**src/rtl/sumsq_accum_pkg.sv**
```systemverilog
// Shared definitions for the sum-of-squares feeder.
// Holds the FSM state encoding, a constant clog2 helper and the
// minimum radicand width used by the elaboration-time check.
package sumsq_accum_pkg;

  typedef logic [1:0] state_t;

  localparam state_t S_IDLE  = 2'd0;
  localparam state_t S_MUL   = 2'd1;
  localparam state_t S_ACC   = 2'd2;
  localparam state_t S_ISSUE = 2'd3;

  function automatic int clog2(input int v);
    int r;
    r = 0;
    for (int i = 0; i < 32; i++)
      if ((1 << r) < v) r = r + 1;
    return r;
  endfunction

  // Smallest radicand width that holds n squares of dw-bit values exactly.
  function automatic int rw_min(input int dw, input int n);
    return 2 * dw + clog2(n);
  endfunction

endpackage

```
**src/rtl/sumsq_accum_seq_square.sv**
```systemverilog
// Sequential shift-add squarer, LSB-first, one multiplier bit per cycle.
// Ports:
//   clk, rst  : clock, synchronous active-high reset
//   load      : capture din as multiplicand and multiplier, start
//   din       : DW-bit unsigned operand
//   busy      : high for exactly DW cycles after load
//   done      : high in the final step cycle; product is final the
//               cycle after done
//   product   : 2*DW-bit result register
module sumsq_accum_seq_square
  import sumsq_accum_pkg::*;
#(
  parameter int DW = 8
) (
  input  logic            clk,
  input  logic            rst,
  input  logic            load,
  input  logic [DW-1:0]   din,
  output logic            busy,
  output logic            done,
  output logic [2*DW-1:0] product
);

  localparam int KW = (DW > 1) ? clog2(DW) : 1;

  logic [2*DW-1:0] mcand;
  logic [DW-1:0]   mplier;
  logic [KW-1:0]   k;

  assign done = busy && (k == KW'(DW - 1));

  always_ff @(posedge clk) begin
    if (rst) begin
      busy    <= 1'b0;
      mcand   <= '0;
      mplier  <= '0;
      k       <= '0;
      product <= '0;
    end else if (load) begin
      mcand   <= {{DW{1'b0}}, din};
      mplier  <= din;
      product <= '0;
      k       <= '0;
      busy    <= 1'b1;
    end else if (busy) begin
      if (mplier[0]) product <= product + (mcand << k);
      mplier <= mplier >> 1;
      k      <= k + KW'(1);
      if (done) busy <= 1'b0;
    end
  end

endmodule

```
**src/rtl/sumsq_accum.sv**
```systemverilog
// Sum-of-squares feeder for the iterative square-root unit.
// Accepts N unsigned components, squares each sequentially, accumulates
// them, then issues one start pulse with the radicand once the root unit
// is idle.
// Ports:
//   clk, rst   : clock, synchronous active-high reset
//   in_valid   : component present on in_data
//   in_ready   : component accepted this cycle when in_valid is high
//   in_data    : DW-bit unsigned component
//   sqrt_busy  : root unit busy; holds off issue
//   out_start  : one-cycle start pulse
//   out_rad    : radicand, held between issues
//   vec_count  : components accumulated in the current vector
module sumsq_accum
  import sumsq_accum_pkg::*;
#(
  parameter int DW = 8,
  parameter int N  = 3,
  parameter int RW = 18
) (
  input  logic             clk,
  input  logic             rst,
  input  logic             in_valid,
  output logic             in_ready,
  input  logic [DW-1:0]    in_data,
  input  logic             sqrt_busy,
  output logic             out_start,
  output logic [RW-1:0]    out_rad,
  output logic [clog2(N):0] vec_count
);

  localparam int CW = clog2(N) + 1;

  generate
    if ((RW < rw_min(DW, N)) || (RW % 2 != 0) || (N < 1)) begin : g_bad_cfg
      $error("sumsq_accum: RW must be even and >= 2*DW+clog2(N), N >= 1");
    end
  endgenerate

  state_t          state;
  logic [RW-1:0]   acc;
  logic [CW-1:0]   count;
  logic            load;
  logic            sq_busy;
  logic            sq_done;
  logic [2*DW-1:0] product;

  assign in_ready  = (state == S_IDLE) && !sq_busy;
  assign load      = in_valid && in_ready;
  assign vec_count = count;

  sumsq_accum_seq_square #(.DW(DW)) u_sq (
    .clk     (clk),
    .rst     (rst),
    .load    (load),
    .din     (in_data),
    .busy    (sq_busy),
    .done    (sq_done),
    .product (product)
  );

  always_ff @(posedge clk) begin
    if (rst) begin
      state     <= S_IDLE;
      acc       <= '0;
      count     <= '0;
      out_start <= 1'b0;
      out_rad   <= '0;
    end else begin
      out_start <= 1'b0;
      case (state)
        S_IDLE:  if (load) state <= S_MUL;
        S_MUL:   if (sq_done) state <= S_ACC;
        S_ACC: begin
          acc   <= acc + RW'(product);
          count <= count + CW'(1);
          state <= (count + CW'(1) == CW'(N)) ? S_ISSUE : S_IDLE;
        end
        S_ISSUE: begin
          // Pulse and radicand are registered together so the root unit
          // sees them in the same cycle.
          if (!sqrt_busy) begin
            out_start <= 1'b1;
            out_rad   <= acc;
            acc       <= '0;
            count     <= '0;
            state     <= S_IDLE;
          end
        end
        default: state <= S_IDLE;
      endcase
    end
  end

endmodule

```
**config.mk**
```make
export PLATFORM = sky130hd
export DESIGN_NAME = sumsq_accum
export DESIGN_NICKNAME = d
export VERILOG_FILES = /design/src/rtl/sumsq_accum_pkg.sv /design/src/rtl/sumsq_accum_seq_square.sv /design/src/rtl/sumsq_accum.sv
export SDC_FILE = /design/constraint.sdc
export NUM_CORES = 1
export LEC_CHECK = 0
export CORE_ASPECT_RATIO = 0.8
export CORE_UTILIZATION = 66
export CTS_BUF_LIST = sky130_fd_sc_hd__clkbuf_8
export CTS_CLUSTER_DIAMETER = 40
export DETAILED_ROUTE_END_ITERATION = 10
export MAX_ROUTING_LAYER = met4
export PLACE_DENSITY = 0.89
export SLEW_MARGIN = 5
export SYNTH_ARGS = -nofsm -noshare
export SYNTH_HDL_FRONTEND = slang
export SYNTH_SLANG_ARGS = --single-unit
```
**constraint.sdc**
```tcl
create_clock -name clk -period 7.6 [get_ports clk]
set_input_delay 1.52 -clock clk [delete_from_list [all_inputs] [get_ports clk]]
set_output_delay 1.52 -clock clk [all_outputs]
set_load 0.05 [all_outputs]
```
==> impl_metrics.toml <==
[critical_path]
reg2reg_to = "u_sq.product[10]$_SDFFE_PP0P_"
r2r-start = "u_sq.k[1]$_SDFFE_PP0P_"
worstSetupPathType = "reg -> out"
crit_start = "u_sq.busy$_SDFF_PP0_"
end_kind = "output pin"
timing.reg2reg.setup_slack_ns = 4.10
start_kind = "flop"
cp.required_ns = 6.08
path_max_fanout = 18
cp.arrival_ns = 2.12
reg2regPathDepth = 10
crit_end = "in_ready"

[floorplanning]
rows = 26
fp.dieW_um = 95.8
start_util = 0.703
core-area_mm2 = 0.00660
io_pins = 35
fp.dieH_um = 77.0
die-area_mm2 = 0.00737

[finish]
n_antenna_cell = 0
area_delta_synth_final_pct = 12.6
n_fill_cell = 454
nNetsFinal = 660
stdcell_count = 700
multiInputGateArea_mm2 = 0.00294
seqCellArea_mm2 = 0.00156
drive_gt1_frac = 0.0584

[synthesis]
synth-edff-count = 0
synthTopCellsByArea = "dfxtp_1, ha_1, nand2_1"
synthTopCellsByCount = "nand2_1, dfxtp_1, a21oi_1"
synth_cell_types = 48
synth_area_mm2 = 0.00464
syn-num-nets = 642
synth_ff_type = "dfxtp_1"
yosysSeqAreaShare = 0.336
ys_ff_latch = 78
synth_top_area_cell = "dfxtp_1"
synth_cells = 593
synth_most_common_cell = "nand2_1"
ys_warn_count = 0
async_reset_ff_frac = 0
yosysTopAreaCellShare = 0.336
avgSynthCellArea_um2 = 7.83

[routing]
vias = 4346
viasPerCell = 6.21
ant_nets = 0
wl_per_cell_um = 15.6
drc = 0
finalWirelength_mm = 10.9
drt_iter0_drc = 301
first_pass_iters = 5

[clock_network]
clockBufferDepth = 2
cts_sinks = 78
root_buffer = "clkbuf_8"
cts_buffers = 9
cts_hold_buf = 0
ctsResizeCount = 0
cts_tree = "yes"
clk_latency_ns = 0.36
post-cts-setup-buffers = 0
path_clk_slew_ns = 0.08
htree_levels = 3

[sta]
rsz0062_at_grt = "false"
setup-tns-final_ns = 0
relSlewSlack = 0.454
maxSlewViolCount = 0
setup_viol_count_final = 0
hold_viol_final = 0
clock_skew_ns = 0.00972
worst_pin_slew_ns = 0.809
post-route-period-util = 0.479
min_period_ns = 3.64
fmaxAchievable_mhz = 275

[placement]
gp_congestion = 0.872
dp_hpwl_mm = 7.85
numPortBuffers = 34
place_inst = 684

[hold_path]
hp-class = "reg -> reg"

[grt]
grt_pass1_vias = 3867
grt_use_total = 0.315
grt-ovfl-total = 0
grt_pass1_wl_mm = 17.9
antenna_found_initial = 0
grt_max_degree = 58

[flow_run]
max-cap-violations = 0

[pwr]
power.leakage_nw = 2.03
powerDensity_mw_per_mm2 = 170
irDropWorstVdd_v = 0.000115

[outcome]
status = "complete, no violations"
## cells in the final DEF, fill, tap and decap left out, types with 3 or more instances in the layout
master / Yosys / layout
a211oi_1: 11 / 11
a21boi_0: 4 / 4
a21o_1: 12 / 12
a21oi_1: 73 / 73
a31oi_1: 5 / 5
and2_1: 8 / 8
and3_1: 3 / 3
bufinv_16: 0 / 3
clkbuf_8: 0 / 9
clkdlybuf4s50_1: 0 / 33
dfxtp_1: 78 / 78
ha_1: 35 / 35
inv_1: 8 / 8
mux2_2: 15 / 15
mux2i_1: 11 / 11
nand2_1: 108 / 108
nand2b_1: 6 / 6
nand3_1: 25 / 25
nand4_1: 4 / 4
nor2_1: 46 / 46
nor2b_1: 5 / 5
nor3_1: 7 / 7
nor3b_1: 6 / 6
o21a_1: 6 / 6
o21ai_0: 36 / 36
o21bai_1: 4 / 4
o22ai_1: 5 / 5
o31a_1: 4 / 4
or3_1: 5 / 5
xnor2_1: 9 / 9
xor2_1: 3 / 3
## through the flow
stage / hold WS, ns / utilization / power, W / cell area [um2] / setup WS [ns]
finish: 0.454 / 0.792 / 0.000891 / 5230 / 3.96
global route: 0.493 / 0.792 / 0.000918 / 5230 / 3.82
CTS: 0.457 / 0.792 / 0.000890 / 5230 / 3.94
detailed placement: 0.446 / 0.755 / 0.000519 / 4980 / 3.78
global placement: 0.444 / 0.755 / 0.000515 / 4980 / 3.85
floorplan: 0.441 / - / 0.000498 / 4640 / 4.44
## flip-flops by register name, indices dropped and copies added (netlist names)
signal / cells
acc: 18
out_rad: 18
u_sq.product: 16
u_sq.mcand: 8
u_sq.mplier: 8
u_sq.k: 3
vec_count: 3
state: 2
out_start: 1
u_sq.busy: 1
## worst min path at each step
stage,cells past startpoint,slack (ns),endpoint,from
after floorplan,2,0.44,out_rad[17]$_SDFFE_PP0P_,acc[17]$_SDFFE_PP0P_
after global placement,2,0.44,out_rad[2]$_SDFFE_PP0P_,out_rad[2]$_SDFFE_PP0P_
after detailed placement,2,0.45,out_rad[3]$_SDFFE_PP0P_,out_rad[3]$_SDFFE_PP0P_
after CTS,2,0.46,out_rad[3]$_SDFFE_PP0P_,out_rad[3]$_SDFFE_PP0P_
after global routing,2,0.49,out_rad[7]$_SDFFE_PP0P_,out_rad[7]$_SDFFE_PP0P_
final,2,0.45,out_rad[14]$_SDFFE_PP0P_,out_rad[14]$_SDFFE_PP0P_
## layout make-up
class / instances / area share
Timing Repair Buffer: 36 / 0.0670
Sequential cell: 78 / 0.299
Tap cell: 84 / 0.0201
Clock buffer: 9 / 0.0237
Multi-Input combinational cell: 478 / 0.562
Inverter: 8 / 0.00574
Clock inverter: 7 / 0.0230
## cell families (layout without fill, tap and decap cells)
group	count (synthesis)	after routing	synth area share
simple gates	231	231	0.225
fa+ha+maj	37	37	0.103
compound gates	172	172	0.222
buf+inv	37	60	0.0307
flops	78	78	0.336
mux	26	26	0.0601
xor+xnor	12	12	0.0226
## worst max-delay path, cell delays in order (launching register included)
cell	delay (ns)
dfxtp_1	0.52
nor3_1	0.37
clkdlybuf4s50_1	0.86
## metal layers
layer  part of all wire  vias to the layer above  wire length [um]  global-route usage
met1               0.46                     2040              4980               0.415
li1                   -                     2149                 -                   -
met2               0.48                      135              5250               0.496
met3              0.049                       22               535              0.0615
met4              0.013                        0               141              0.0791
met5                  0                        -                 0                   -
## where the power goes
group,switching [W],leakage (nW),internal [W]
clock network,0.000160,0.120,0.000219
registers,0.0000160,0.631,0.000419
logic,0.0000433,1.28,0.0000335
total,0.000219,2.03,0.000671
(Power assumes the default switching activity.)
